==> config.mk <==
export PLATFORM = sky130hd
export DESIGN_NAME = ram_stream_reader_flat
export DESIGN_NICKNAME = d
export VERILOG_FILES = /design/src/rtl/ram_stream_reader_if.sv /design/src/rtl/ram_stream_reader.sv /design/src/flat_wrapper.sv
export SDC_FILE = /design/constraint.sdc
export NUM_CORES = 1
export LEC_CHECK = 0
export ABC_AREA = 1
export CAP_MARGIN = 20
export CORE_ASPECT_RATIO = 2
export CORE_MARGIN = 2
export CORE_UTILIZATION = 25
export CTS_CLUSTER_SIZE = 30
export DETAILED_ROUTE_END_ITERATION = 12
export RECOVER_POWER = 25
export SYNTH_ARGS = -nofsm -noshare
export SYNTH_HDL_FRONTEND = slang
export SYNTH_SLANG_ARGS = --single-unit
==> constraint.sdc <==
create_clock -name clk -period 2.7 [get_ports clk]
set_clock_uncertainty 0.05 [all_clocks]
set_input_delay 0.27 -clock clk [delete_from_list [all_inputs] [get_ports clk]]
set_output_delay 0.27 -clock clk [all_outputs]
set_load 0.05 [all_outputs]
==> src/rtl/ram_stream_reader_if.sv <==
// Signal bundle between ram_stream_reader, its controller, the simple_ram read port and the
// downstream stream consumer.
interface ram_stream_reader_if #(
    parameter int unsigned WIDTH   = 64,
    parameter int unsigned WIDTHAD = 7
);
    logic               start;
    logic [WIDTHAD-1:0] base_addr;
    logic [WIDTHAD:0]   len;
    logic               busy;
    logic               done;
    logic [WIDTHAD-1:0] rd_addr;
    logic [WIDTH-1:0]   ram_q;
    logic [WIDTH-1:0]   m_data;
    logic               m_valid;
    logic               m_last;
    logic               m_ready;

    modport master (
        input  start, base_addr, len, ram_q, m_ready,
        output busy, done, rd_addr, m_data, m_valid, m_last
    );

    modport slave (
        output start, base_addr, len, ram_q, m_ready,
        input  busy, done, rd_addr, m_data, m_valid, m_last
    );
endinterface

==> src/rtl/ram_stream_reader.sv <==
// Streams len consecutive words from a registered-read RAM starting at base_addr, with a
// 2-entry output buffer so a stalled consumer never loses data.
module ram_stream_reader #(
    parameter int unsigned WIDTH   = 64,
    parameter int unsigned WIDTHAD = 7
) (
    input logic                 clk,
    input logic                 rst,
    ram_stream_reader_if.master bus
);
    localparam int unsigned CntW = WIDTHAD + 1;

    typedef logic [WIDTHAD-1:0] addr_t;
    typedef logic [CntW-1:0]    cnt_t;
    typedef enum logic [1:0] {StIdle, StRun, StDone} state_e;

    state_e           state_q, state_d;
    cnt_t             len_q, len_d;
    cnt_t             issue_cnt_q, issue_cnt_d;
    cnt_t             beat_cnt_q, beat_cnt_d;
    addr_t            rd_addr_q, rd_addr_d;
    logic             addr_pend_q, addr_pend_d;  // rd_addr just moved, ram_q not yet valid
    logic             q_pend_q, q_pend_d;        // ram_q holds a word not yet captured
    logic [WIDTH-1:0] buf_q [2];
    logic [WIDTH-1:0] buf_d [2];
    logic             rd_ptr_q, rd_ptr_d;
    logic             wr_ptr_q, wr_ptr_d;
    logic [1:0]       occ_q, occ_d;

    logic       accept, issue_start, issue_run, issue, push, pop, last_beat;
    logic [2:0] slots;

    assign accept      = (state_q == StIdle) && bus.start;
    assign issue_start = accept && (bus.len != '0);
    assign pop         = bus.m_valid && bus.m_ready;
    // The RAM output register holds its word while rd_addr is unchanged, so it serves as a
    // third slot; capping committed words at 3 keeps the 2-entry buffer from overflowing.
    assign slots       = {1'b0, occ_q} + {2'b0, addr_pend_q} + {2'b0, q_pend_q} - {2'b0, pop};
    assign issue_run   = (state_q == StRun) && (issue_cnt_q < len_q) && (slots < 3'd3);
    assign issue       = issue_start || issue_run;
    assign push        = q_pend_q && ((occ_q != 2'd2) || pop);
    assign last_beat   = pop && bus.m_last;

    always_ff @(posedge clk) begin
        if (rst) begin
            state_q     <= StIdle;
            len_q       <= '0;
            issue_cnt_q <= '0;
            beat_cnt_q  <= '0;
            rd_addr_q   <= '0;
            addr_pend_q <= 1'b0;
            q_pend_q    <= 1'b0;
            buf_q       <= '{default: '0};
            rd_ptr_q    <= 1'b0;
            wr_ptr_q    <= 1'b0;
            occ_q       <= '0;
        end else begin
            state_q     <= state_d;
            len_q       <= len_d;
            issue_cnt_q <= issue_cnt_d;
            beat_cnt_q  <= beat_cnt_d;
            rd_addr_q   <= rd_addr_d;
            addr_pend_q <= addr_pend_d;
            q_pend_q    <= q_pend_d;
            buf_q       <= buf_d;
            rd_ptr_q    <= rd_ptr_d;
            wr_ptr_q    <= wr_ptr_d;
            occ_q       <= occ_d;
        end
    end

    always_comb begin
        state_d = state_q;
        unique case (state_q)
            StIdle:  if (bus.start) state_d = (bus.len == '0) ? StDone : StRun;
            StRun:   if (last_beat) state_d = StDone;
            StDone:  state_d = StIdle;
            default: state_d = StIdle;
        endcase
    end

    always_comb begin
        len_d       = accept ? bus.len : len_q;
        issue_cnt_d = accept ? '0 : issue_cnt_q;
        if (issue) issue_cnt_d = issue_cnt_d + cnt_t'(1);
        beat_cnt_d  = accept ? '0 : beat_cnt_q + cnt_t'(pop);

        rd_addr_d = rd_addr_q;
        if (issue_start)    rd_addr_d = bus.base_addr;
        else if (issue_run) rd_addr_d = rd_addr_q + addr_t'(1);

        addr_pend_d = issue;
        q_pend_d    = addr_pend_q || (q_pend_q && !push);

        buf_d    = buf_q;
        wr_ptr_d = wr_ptr_q;
        rd_ptr_d = rd_ptr_q;
        if (push) begin
            buf_d[wr_ptr_q] = bus.ram_q;
            wr_ptr_d        = ~wr_ptr_q;
        end
        if (pop) rd_ptr_d = ~rd_ptr_q;
        occ_d = occ_q + {1'b0, push} - {1'b0, pop};
    end

    always_comb begin
        bus.busy    = (state_q != StIdle);
        bus.done    = (state_q == StDone);
        bus.rd_addr = rd_addr_q;
        bus.m_data  = buf_q[rd_ptr_q];
        bus.m_valid = (occ_q != 2'd0);
        // Last is tracked by beat count so a wrapped address range cannot confuse it.
        bus.m_last  = bus.m_valid && (beat_cnt_q == len_q - cnt_t'(1));
    end
endmodule

==> src/flat_wrapper.sv <==
// flat-port wrapper written by rule: the top's interface ports become plain ports
module ram_stream_reader_flat 
#(
    parameter int unsigned WIDTH   = 64,
    parameter int unsigned WIDTHAD = 7
)
  (clk, rst, bus_start, bus_base_addr, bus_len, bus_ram_q, bus_m_ready, bus_busy, bus_done, bus_rd_addr, bus_m_data, bus_m_valid, bus_m_last);
  ram_stream_reader_if #(.WIDTH(WIDTH), .WIDTHAD(WIDTHAD)) bus_i ();
  input logic clk;
  input logic rst;
  input wire logic [$bits(bus_i.start)-1:0] bus_start;
  input wire logic [$bits(bus_i.base_addr)-1:0] bus_base_addr;
  input wire logic [$bits(bus_i.len)-1:0] bus_len;
  input wire logic [$bits(bus_i.ram_q)-1:0] bus_ram_q;
  input wire logic [$bits(bus_i.m_ready)-1:0] bus_m_ready;
  output wire logic [$bits(bus_i.busy)-1:0] bus_busy;
  output wire logic [$bits(bus_i.done)-1:0] bus_done;
  output wire logic [$bits(bus_i.rd_addr)-1:0] bus_rd_addr;
  output wire logic [$bits(bus_i.m_data)-1:0] bus_m_data;
  output wire logic [$bits(bus_i.m_valid)-1:0] bus_m_valid;
  output wire logic [$bits(bus_i.m_last)-1:0] bus_m_last;
  assign bus_i.start = bus_start;
  assign bus_i.base_addr = bus_base_addr;
  assign bus_i.len = bus_len;
  assign bus_i.ram_q = bus_ram_q;
  assign bus_i.m_ready = bus_m_ready;
  assign bus_busy = bus_i.busy;
  assign bus_done = bus_i.done;
  assign bus_rd_addr = bus_i.rd_addr;
  assign bus_m_data = bus_i.m_data;
  assign bus_m_valid = bus_i.m_valid;
  assign bus_m_last = bus_i.m_last;
  ram_stream_reader #(.WIDTH(WIDTH), .WIDTHAD(WIDTHAD)) u_core (.clk(clk), .rst(rst), .bus(bus_i));
endmodule
==> results.txt <==
The clock passes through at most 2 buffers. The final layout net count is 1290. The initial antenna violation count is 0. The weighted congestion at the end of routability-driven global placement is 0.816.

The largest area contributor in the netlist is sky130_fd_sc_hd__dfxtp_1. The power consumption is 0.00738 W. On the critical path, the stage with the largest delay is an instance of sky130_fd_sc_hd__clkdlybuf4s50_1. The netlist uses 32 different library cells. The number of buffers created by CTS is 17.

The start point of the worst hold path is bus_ram_q[38]. Power spread over the standard cell area amounts to 732 nW/µm². The via count of the first global-routing pass came out at 6857. The repair_antennas step left the layout with diodes totalling 0. The maximum level of the CTS H-tree came out at 4. The total number of vias came out at 7094.

The placed instances occupy a cell area of 9530 µm². The final setup violation count came out at 0. The Yosys step of the flow raised 0 warnings. The number of flip-flops and latches in the synthesized netlist is 167. The final number of max-transition violations is 0. The global-route usage over all layers came out at 14.1%. Before antenna repair, the detailed router went through 4 iterations. The tree built by TritonCTS fans out to 167 sinks. Headroom to the max-slew limit came out at 48.2%. In the finished design, the share of the clock period the worst path needs comes to 96.4%.

The most common flop cell mapped by yosys is sky130_fd_sc_hd__dfxtp_1. The startpoint of the lowest-slack register-to-register path is u_core.occ_q[0]. The flow ran to the end, and the final reports show no timing, DRC or antenna violations. The slew of the pin with the lowest slew margin came out at 0.777 ns. The starting density of the core is 25.4%.

For this block, the initial DRC count from the detailed router was 360. The maximum clock frequency came out at 384 MHz. The wire length of the first global-routing pass came out at 34400 µm.

The DRC violation count after routing came out at 0. The average size of a mapped cell is 7.11 µm². The maximum fanout along the worst path came out at 36. The top-area cell type share of the netlist area came out at 44.8%. For this block, the routed nets add up to 22100 µm of wire. The count of buffers added on input and output ports is 157.

Among all cell types in the netlist, the one instantiated most often is sky130_fd_sc_hd__o21ai_0. The share of the Yosys chip area taken by registers is 44.8%. The cell area after synthesis is 7460 µm². The floorplan step defined a core boundary enclosing 29400 µm².

Measured along the x axis, the die boundary spans 126 µm. By area the synthesized netlist is led by sky130_fd_sc_hd__dfxtp_1 45%, sky130_fd_sc_hd__o21ai_0 14%, sky130_fd_sc_hd__nor2_1 8.7%. The HPWL after detailed placement is 15700 µm. The insertion delay to the later sink of the worst-skew pair is 0.44 ns.

The count of flip-flops with a built-in enable after synthesis is 0. The hold buffer count at CTS is 0. The count of max-cap constraint violations is 0.

The area overhead of the layout relative to synthesis came out at 35.1%. After clock tree synthesis, the clock-pin slew on the worst setup and hold paths is 0.07 ns. The aggregate global routing overflow is 0.

For this run, the slowest stage of the critical path takes 0.86 ns. The total number of placement rows came out at 89. By startpoint and endpoint, the worst setup path is classified as reg -> out. In the final routed layout, each cell accounts on average for 14.1 µm. STA puts the critical path data arrival time at 2.28 ns. The number of top-level pins came out at 158.

The count of nets left with antenna violations once routing finished came out at 0. The area of the die is 31300 µm². Of the cells placed in the final design, the portion with a size suffix greater than 1 is 6.49%. TritonCTS built the clock tree. The launching element of the worst setup path is u_core.rd_ptr_q. The required time at the endpoint of the critical path is 2.38 ns. The die is 248 µm tall. The buffer type at the clock tree root is sky130_fd_sc_hd__clkbuf_16. The net count after synthesis came out at 1149.

Counting flops with an async set or reset pin after synthesis yields a share of 0%. The post-layout minimum cycle time is 2.60 ns. The number of standard cells after synthesis came out at 1049.

The leakage power summed over all cells came out at 4.21 nW. Entering global routing, the biggest net connects 79 pins. The summed area of non-filler cells in the final layout came out at 10100 µm².

The via density per instance came out at 4.53. By count the netlist is led by 211 x sky130_fd_sc_hd__o21ai_0, 173 x sky130_fd_sc_hd__nor2_1, 167 x sky130_fd_sc_hd__dfxtp_1. The number of endpoints with negative hold slack in the final report is 0. For the final routed database, the setup TNS stands at 0 ns.

The worst hold-check path type is in -> reg. STA classifies the critical path endpoint as an output pin. The signal on the critical path passes through buf_12 > nand2_1 > o21ai_0 > clkdlybuf4s50_1. The worst-case IR drop observed on VDD is 0.426 mV. STA classifies the critical path startpoint as a flop.
[timing repair]
item | CTS | global route
endpoints found under the setup margin | 12 | 28
resized for setup | 12 | 20
pin swaps | 0 | 5
setup buffers | 0 | 2
[layout make-up]
type / count / area [µm²]
fillers: 3137 / 19300
repair buffers: 184 / 1870
clock inverters: 8 / 48.8
inverters: 116 / 437
well taps: 364 / 455
multi-input cells: 704 / 3430
flip-flops and latches: 167 / 3350
clock buffers: 22 / 485
[cells by family after synthesis]
logic type,count (synthesis),synth area share (%)
compound gates,307,20.9
xor+xnor,18,2.11
fa+ha+maj,17,3.05
buf+inv,178,9.51
flops,167,44.8
simple gates,362,19.7
[flip-flops by register name, indices dropped and copies added (netlist names)]
signal,count
u_core.wr_ptr_q,1
u_core.beat_cnt_q,8
u_core.len_q,8
u_core.occ_q,2
u_core.bus.rd_addr,7
u_core.issue_cnt_q,8
u_core.addr_pend_q,1
u_core.buf_q,128
u_core.rd_ptr_q,1
u_core.q_pend_q,1
u_core.state_q,2
[placed cells by master (no fill, tap or decap), drive strengths merged]
cell,n
o21a,1
nand2,148
nand3,30
nand4,3
dlygate4sd2,12
dfxtp,167
or2,1
nor4,1
a21oi,93
nor3,2
inv,114
clkbuf,27
clkinv,8
dlymetal6s2s,13
xor2,10
nor3b,1
clkdlybuf4s50,129
o21ai,212
nand3b,3
buf,25
o31ai,1
fa,2
ha,15
nor2,173
clkinvlp,2
xnor2,8
[worst max-delay path, delay by kind of cell (launching register included)]
kind	cells	cell delay, ns
buffers and inverters	2	1.09
flip-flops	1	0.54
AO/OA/AOI/OAI	1	0.11
AND/OR/NAND/NOR	1	0.08
[stage by stage]
step                      hold slack, ns  utilization (%)  std cells  setup WS, ns
after floorplan                    0.289                -       1049       0.00481
after global placement             0.382             32.4       1533        -0.249
after detailed placement           0.387             32.4       1533        -0.267
after CTS                          0.350             34.2       1563       0.00490
after global routing               0.368             34.3       1565      -0.00593
final                              0.373             34.3       1565        0.0960
[report_power, final]
part / leakage, nW / switching [W] / total (W) / internal [W]
Clock: 0.263 / 0.00101 / 0.00227 / 0.00126
Sequential: 1.36 / 0.000130 / 0.00281 / 0.00268
Combinational: 2.59 / 0.00149 / 0.00231 / 0.000815
Total: 4.21 / 0.00263 / 0.00738 / 0.00475
[layer usage]
layer | part of all wire (%) | GRT usage, % | vias up
met3 | 3.0 | 3.05 | 39
met4 | 3.6 | 7.63 | 0
met2 | 57 | 27.5 | 127
met1 | 37 | 13.4 | 3277
met5 | 0 | 0 | -
li1 | - | - | 3651
[final timing paths]
check / cells past startpoint / endpoint / slack (ns)
hold / removal: 3 / u_core.buf_q[38] / 0.37
setup / recovery: 4 / bus_m_data[53] / 0.1
setup reg to reg: 12 / u_core.issue_cnt_q[0] / 0.14
hold reg to reg: 2 / u_core.buf_q[83] / 0.39
Note: power is estimated with default switching activity, not from simulation.
